[src/rtl/imc_instr_fetch_if.sv]
// Purpose : bundles the instruction RAM read port and the decoder handshake.
// Latency : none (wires only).
// Backpressure: the decoder side throttles through instr_ready.
//
// Signals:
//   ram_addr/ram_cs/ram_oe/ram_we : read port driven by the fetch stage.
//   ram_rdata                     : async-read data returned by the RAM.
//   instr_valid/instr_data/instr_pc : buffer head presented to the decoder.
//   instr_ready                   : decoder accepts the head this cycle.
interface imc_instr_fetch_if #(
  parameter int DATA_WIDTH = 16,
  parameter int ADDR_WIDTH = 6
);
  logic [ADDR_WIDTH-1:0] ram_addr;
  logic                  ram_cs;
  logic                  ram_oe;
  logic                  ram_we;
  logic [DATA_WIDTH-1:0] ram_rdata;
  logic                  instr_valid;
  logic [DATA_WIDTH-1:0] instr_data;
  logic [ADDR_WIDTH-1:0] instr_pc;
  logic                  instr_ready;

  // Fetch stage side.
  modport master (
    output ram_addr, ram_cs, ram_oe, ram_we,
    input  ram_rdata,
    output instr_valid, instr_data, instr_pc,
    input  instr_ready
  );

  // RAM + decoder side.
  modport slave (
    input  ram_addr, ram_cs, ram_oe, ram_we,
    output ram_rdata,
    input  instr_valid, instr_data, instr_pc,
    output instr_ready
  );
endinterface

[src/rtl/imc_instr_fetch.sv]
// Purpose : instruction fetch from async-read RAM into a small elastic buffer for the IMC decoder.
// Latency : start at edge k -> first word valid after edge k+1; 1 word/cycle sustained.
// Backpressure: RAM is not accessed while the buffer is full and not popping.
//
// Ports:
//   clk, rst_n            : clock, async active-low reset.
//   start, start_addr     : begin a program (IDLE/DONE only).
//   halt_req              : stop fetching and drain (FETCH only).
//   redirect_valid/_addr  : flush and refetch from a new PC (FETCH/DRAIN only).
//   bus (master)          : RAM read port and decoder valid/ready handshake.
//   busy, done            : FETCH/DRAIN indicator; program-finished flag.
module imc_instr_fetch #(
  parameter int                    DATA_WIDTH = 16,
  parameter int                    ADDR_WIDTH = 6,
  parameter int                    RAM_DEPTH  = 64,
  parameter int                    FIFO_DEPTH = 2,
  parameter logic [DATA_WIDTH-1:0] HALT_WORD  = 16'hFFFF
) (
  input  logic                  clk,
  input  logic                  rst_n,
  input  logic                  start,
  input  logic [ADDR_WIDTH-1:0] start_addr,
  input  logic                  halt_req,
  input  logic                  redirect_valid,
  input  logic [ADDR_WIDTH-1:0] redirect_addr,
  imc_instr_fetch_if.master     bus,
  output logic                  busy,
  output logic                  done
);

  localparam int CW = $clog2(FIFO_DEPTH + 1);
  localparam int IW = $clog2(FIFO_DEPTH);
  localparam logic [ADDR_WIDTH-1:0] LAST_ADDR = ADDR_WIDTH'(RAM_DEPTH - 1);

  typedef enum logic [1:0] {
    S_IDLE,
    S_FETCH,
    S_DRAIN,
    S_DONE
  } state_t;

  state_t                state_q, state_d;
  logic [ADDR_WIDTH-1:0] pc_q, pc_d;
  logic [CW-1:0]         count_q;
  logic [DATA_WIDTH-1:0] buf_data [FIFO_DEPTH];
  logic [ADDR_WIDTH-1:0] buf_pc   [FIFO_DEPTH];
  logic [IW-1:0]         wr_idx;
  logic                  pop, push, flush, push_ok, rd_en;

  assign bus.instr_valid = (count_q != '0);
  assign pop     = bus.instr_valid && bus.instr_ready;
  assign push_ok = (count_q < CW'(FIFO_DEPTH)) || pop;

  // Entry 0 is always the head, so the outputs come straight from a register
  // and keep their last value once the buffer empties.
  assign bus.instr_data = buf_data[0];
  assign bus.instr_pc   = buf_pc[0];

  assign bus.ram_addr = pc_q;
  assign bus.ram_cs   = rd_en;
  assign bus.ram_oe   = rd_en;
  assign bus.ram_we   = 1'b0;

  assign busy = (state_q == S_FETCH) || (state_q == S_DRAIN);
  assign done = (state_q == S_DONE);

  always_ff @(posedge clk or negedge rst_n) begin
    if (!rst_n) begin
      state_q <= S_IDLE;
      pc_q    <= '0;
    end else begin
      state_q <= state_d;
      pc_q    <= pc_d;
    end
  end

  always_comb begin
    state_d = state_q;
    pc_d    = pc_q;
    push    = 1'b0;
    flush   = 1'b0;
    rd_en   = 1'b0;
    case (state_q)
      S_IDLE, S_DONE: begin
        if (start) begin
          state_d = S_FETCH;
          pc_d    = start_addr;
        end
      end
      S_FETCH: begin
        if (redirect_valid) begin
          flush = 1'b1;
          pc_d  = redirect_addr;
        end else if (halt_req) begin
          state_d = S_DRAIN;
        end else if (push_ok) begin
          // The halt word itself has to be read to be recognised, so the
          // read strobe stays up in that cycle even though nothing is pushed.
          rd_en = 1'b1;
          if (bus.ram_rdata == HALT_WORD) begin
            state_d = S_DRAIN;
          end else begin
            push = 1'b1;
            if (pc_q == LAST_ADDR) state_d = S_DRAIN;
            else                   pc_d    = pc_q + 1'b1;
          end
        end
      end
      S_DRAIN: begin
        if (redirect_valid) begin
          flush   = 1'b1;
          pc_d    = redirect_addr;
          state_d = S_FETCH;
        end else if (count_q == CW'(pop)) begin
          // Empty now, or the last word leaves this cycle.
          state_d = S_DONE;
        end
      end
      default: state_d = S_IDLE;
    endcase
  end

  // With a simultaneous pop the new word lands one slot lower, after the shift.
  assign wr_idx = pop ? IW'(count_q - 1'b1) : IW'(count_q);

  always_ff @(posedge clk or negedge rst_n) begin
    if (!rst_n) begin
      count_q <= '0;
      for (int i = 0; i < FIFO_DEPTH; i++) begin
        buf_data[i] <= '0;
        buf_pc[i]   <= '0;
      end
    end else if (flush) begin
      // A pop in the redirect cycle is simply dropped along with the rest.
      count_q <= '0;
    end else begin
      for (int i = 0; i < FIFO_DEPTH - 1; i++) begin
        if (pop && ((i + 1) < int'(count_q))) begin
          buf_data[i] <= buf_data[i+1];
          buf_pc[i]   <= buf_pc[i+1];
        end
      end
      if (push) begin
        buf_data[wr_idx] <= bus.ram_rdata;
        buf_pc[wr_idx]   <= pc_q;
      end
      count_q <= count_q + CW'(push) - CW'(pop);
    end
  end

endmodule
[src/flat_wrapper.sv]
// flat-port wrapper written by rule: the top's interface ports become plain ports
module imc_instr_fetch_flat 
#(
  parameter int                    DATA_WIDTH = 16,
  parameter int                    ADDR_WIDTH = 6,
  parameter int                    RAM_DEPTH  = 64,
  parameter int                    FIFO_DEPTH = 2,
  parameter logic [DATA_WIDTH-1:0] HALT_WORD  = 16'hFFFF
)
  (clk, rst_n, start, start_addr, halt_req, redirect_valid, redirect_addr, busy, done, bus_ram_addr, bus_ram_cs, bus_ram_oe, bus_ram_we, bus_ram_rdata, bus_instr_valid, bus_instr_data, bus_instr_pc, bus_instr_ready);
  imc_instr_fetch_if #(.DATA_WIDTH(DATA_WIDTH), .ADDR_WIDTH(ADDR_WIDTH)) bus_i ();
  input  logic clk;
  input  logic rst_n;
  input  logic start;
  input  logic [ADDR_WIDTH-1:0] start_addr;
  input  logic halt_req;
  input  logic redirect_valid;
  input  logic [ADDR_WIDTH-1:0] redirect_addr;
  output logic busy;
  output logic done;
  output wire logic [$bits(bus_i.ram_addr)-1:0] bus_ram_addr;
  output wire logic [$bits(bus_i.ram_cs)-1:0] bus_ram_cs;
  output wire logic [$bits(bus_i.ram_oe)-1:0] bus_ram_oe;
  output wire logic [$bits(bus_i.ram_we)-1:0] bus_ram_we;
  input wire logic [$bits(bus_i.ram_rdata)-1:0] bus_ram_rdata;
  output wire logic [$bits(bus_i.instr_valid)-1:0] bus_instr_valid;
  output wire logic [$bits(bus_i.instr_data)-1:0] bus_instr_data;
  output wire logic [$bits(bus_i.instr_pc)-1:0] bus_instr_pc;
  input wire logic [$bits(bus_i.instr_ready)-1:0] bus_instr_ready;
  assign bus_ram_addr = bus_i.ram_addr;
  assign bus_ram_cs = bus_i.ram_cs;
  assign bus_ram_oe = bus_i.ram_oe;
  assign bus_ram_we = bus_i.ram_we;
  assign bus_i.ram_rdata = bus_ram_rdata;
  assign bus_instr_valid = bus_i.instr_valid;
  assign bus_instr_data = bus_i.instr_data;
  assign bus_instr_pc = bus_i.instr_pc;
  assign bus_i.instr_ready = bus_instr_ready;
  imc_instr_fetch #(.DATA_WIDTH(DATA_WIDTH), .ADDR_WIDTH(ADDR_WIDTH), .RAM_DEPTH(RAM_DEPTH), .FIFO_DEPTH(FIFO_DEPTH), .HALT_WORD(HALT_WORD)) u_core (.clk(clk), .rst_n(rst_n), .start(start), .start_addr(start_addr), .halt_req(halt_req), .redirect_valid(redirect_valid), .redirect_addr(redirect_addr), .bus(bus_i), .busy(busy), .done(done));
endmodule
[config.mk]
export PLATFORM = sky130hd
export DESIGN_NAME = imc_instr_fetch_flat
export DESIGN_NICKNAME = d
export VERILOG_FILES = /design/src/rtl/imc_instr_fetch_if.sv /design/src/rtl/imc_instr_fetch.sv /design/src/flat_wrapper.sv
export SDC_FILE = /design/constraint.sdc
export NUM_CORES = 1
export LEC_CHECK = 0
export CORE_ASPECT_RATIO = 0.7
export CORE_MARGIN = 3
export CORE_UTILIZATION = 45
export CTS_CLUSTER_SIZE = 8
export DETAILED_ROUTE_END_ITERATION = 10
export GPL_ROUTABILITY_DRIVEN = 0
export GPL_TIMING_DRIVEN = 0
export PLACE_DENSITY = 0.74
export SLEW_MARGIN = 20
export SYNTH_ARGS = -nofsm -noshare
export SYNTH_HDL_FRONTEND = slang
export SYNTH_SLANG_ARGS = --single-unit
[constraint.sdc]
create_clock -name clk -period 4.4 [get_ports clk]
set_input_delay 0.88 -clock clk [delete_from_list [all_inputs] [get_ports clk]]
set_output_delay 0.88 -clock clk [all_outputs]
set_load 0.01 [all_outputs]
==> metrics, run 1 <==
clk_skew=around 0.012 ns; Seq/Total Area, Yosys=0.435; maximum VDD drop=288 µV; DR vias=2127; Psw=slightly below 0.9 mW; max_cap viols=0; synth top area cells=dfrtp_1, mux2_2, mux2_1; RSZ-0062 raised after global routing=no; n_diodes=0; critical setup path kind=in2out; clock network fraction of design power=0.125; global route overflow=0; Crit path depth=7; Non-Filler Instances=419; WL/cell=15.0 µm; post-route ant nets=0; post-DP HPWL=about 5 mm; Max FO, Critical Path=10; Comb pwr share=0.540; Worst Tran Pin Value=~0.68 ns; Clock Path Buffers=2; Area Overhead vs Synth=28.3%; # clock sinks=54; CTS tree=built; period utilization=0.809; Die X=approximately 110 µm; WL final=6.30 mm; CP required=roughly 3.5 ns; sequential share of power=0.335; num ports=68; htree depth=2; Total GRT Usage=0.172; worst hold slack=0.505 ns; Critical Path Sink Type=output pin; Cell Pwr Density=665 nW/µm²; Max Clock Freq=between 200 and 300 MHz; residual DRC count=0; placed cell count=between 400 and 500; Worst Path Buf+Inv=5; r2r setup slk=1.94 ns; post-CTS setup buffers=0; root buf cell=clkbuf_8; first-pass GRT wire length=10.8 mm; Yosys warnings=0; Hold Crit Depth=1; Post-Syn Area=3100 µm²; Sw Ratio=0.333; leading area contributor after synthesis=dfrtp_1; worst path cell trace=clkdlybuf4s50_1 -> buf_2 -> and2b_2 -> nand3_2 -> inv_2 -> buf_4 -> clkdlybuf4s50_1; drt first pass iters=4; Filler Cells Inserted=525; Crit path top cell by count=clkdlybuf4s50_1; number of synthesized flops with an enable pin=0; #FFs+latches synth=between 50 and 60; Post-CTS Hold Buffers=0; Sum Neg Setup Slack=0 ns; antenna violations before repair=0; post-layout min period=between 3 and 4 ns; Slowest-stage cell, CP=clkdlybuf4s50_1; top-count cell post-synth=dfrtp_1; worst stage delay on the critical path=around 0.52 ns; port bufs=66; pin count of the biggest net entering global routing=55; Int Power=1.77 mW; CTS resizes=0; share of cells above drive strength 1=0.296; die area=~7900 µm²; fraction of registers with async set/reset=1.00; Worst EP arrival=approximately 2.7 ns; Hold Vio Cnt, Final=0; Hold/Removal Path Class=reg2reg; vias in the first global route=2212; via/cell ratio=between 5 and 6; Setup-failing EPs final=0; Largest delay share family, worst path=buffers and inverters; Yosys cell types=48; Post-synth top cells=dfrtp_1, mux2_2, buf_4; Slew Limit Fails=0; Post-Syn Area per Cell=~12 µm²; crit start category=primary input; Top FF cell, synth=dfrtp_1; Iteration-0 DRC Markers=50; nets@finish=around 370; share of the synthesized area in the top cell type=0.435; height of the die=~75 µm; clk_lat worst skew=between 0.3 and 0.4 ns; Cell Rows=24; CTS buffer count=5; slew margin rel.=0.550; Lkg Pwr=around 1.8 nW; starting density of the core=0.481; Syn Inst Count=about 260; cell count of the worst reg-to-reg path=6; status=finished, final reports clean; clock slew at reported path FFs=~0.1 ns; Synth Net Count=between 200 and 300; Core ar.=between 6000 and 7000 µm²
## area by class of cell
| cell class | instances | area [µm²] | area share |
|---|---|---|---|
| Clock buffer | 5 | 68.8 | 0.0173 |
| Clock inverter | 2 | 38.8 | 0.00974 |
| Timing Repair Buffer | 66 | 658 | 0.165 |
| Multi-Input combinational cell | 154 | 1460 | 0.366 |
| Tap cell | 91 | 114 | 0.0286 |
| Buffer | 36 | 255 | 0.0641 |
| Sequential cell | 54 | 1350 | 0.339 |
| Inverter | 11 | 41.3 | 0.0104 |
## placed cells by master, fill, tap and decap left out, types with 2 or more instances in the layout
master / n
nand3_1: 5
or3b_2: 2
nor2_1: 2
o21ai_0: 5
a32oi_1: 3
nand4_1: 5
a21oi_1: 4
mux2i_1: 5
nand2b_1: 5
clkbuf_1: 4
dfrtp_1: 54
xor2_1: 2
a211oi_1: 2
nand3_2: 2
buf_2: 3
and2_1: 3
clkbuf_8: 5
mux2_2: 41
nand2_1: 5
buf_4: 28
inv_1: 10
mux2_4: 4
nor2b_1: 4
ha_1: 7
nor3_1: 3
clkdlybuf4s50_1: 65
buf_6: 2
mux2_1: 24
## power by group through the flow
| stage | combinational, mW | clock, mW | sequential (mW) |
|---|---|---|---|
| after floorplan | 0.964 | 0 | 0.861 |
| after global placement | 1.40 | 0 | 0.891 |
| after detailed placement | 1.44 | 0 | 0.899 |
| after CTS | 1.45 | 0.338 | 0.889 |
| after global routing | 1.57 | 0.359 | 0.920 |
| final | 1.43 | 0.331 | 0.887 |
## logic make-up (layout without fill, tap and decap cells)
family,Yosys count,in the layout,share of synthesized area
AO/OA/AOI/OAI,24,24,0.0661
XOR/XNOR,3,3,0.00847
other,1,1,0.00121
flip-flops,54,54,0.435
adder cells (fa/ha/maj),7,7,0.0282
AND/OR/NAND/NOR,45,45,0.0939
buffers and inverters,47,120,0.0955
multiplexers,74,74,0.271
## routing by layer
metal	track usage	vias up	wire length [µm]	share of wire
met4	0.0480	0	64	0.010
met1	0.251	1038	3280	0.52
met2	0.264	46	2710	0.43
met5	0	-	0	0
met3	0.0356	7	245	0.039
li1	-	1036	-	-
## final timing paths
path                                    from                endpoint
setup / recovery              redirect_valid              bus_ram_oe
hold reg to reg                     register                register
hold / removal                      register                register
setup reg to reg           u_core.count_q[1]                register
max in group asynchronous              rst_n       u_core.state_q[1]
min in group asynchronous              rst_n  u_core.bus.ram_addr[1]
## metrics by stage
step                instance area [µm²]  setup slack [ns]   util  power (mW)
global route                       3980             0.743  0.617        2.85
CTS                                3980             0.847  0.617        2.67
detailed placement                 3880             0.854  0.600        2.34
floorplan                          3100              1.90      -        1.82
global placement                   3880             0.797  0.601        2.29
finish                             3980             0.840  0.617        2.65
Note: power is estimated with default switching activity, not from simulation.
==> run 2: changes to the inputs <==
==> constraint.sdc (replaced) <==
create_clock -name clk -period 3.37 [get_ports clk]
set_input_delay 0.674 -clock clk [delete_from_list [all_inputs] [get_ports clk]]
set_output_delay 0.674 -clock clk [all_outputs]
set_load 0.01 [all_outputs]
==> results of run 2 <==
Same layout as run 1 (identical final DEF). Status: finished, final reports clean.
Main changes from that run: setup slack after placement 0.854 ns -> 0.236 ns; clock-pin slew on the worst setup and hold paths 0.10 ns -> 0.09 ns; setup slack after layout 0.840 ns -> 0.222 ns; hold slack 0.505 ns -> 0.392 ns; register-to-register setup slack 1.94 ns -> 0.91 ns; total power 2.65 mW -> 3.46 mW; worst IR drop on VDD 288 µV -> 376 µV
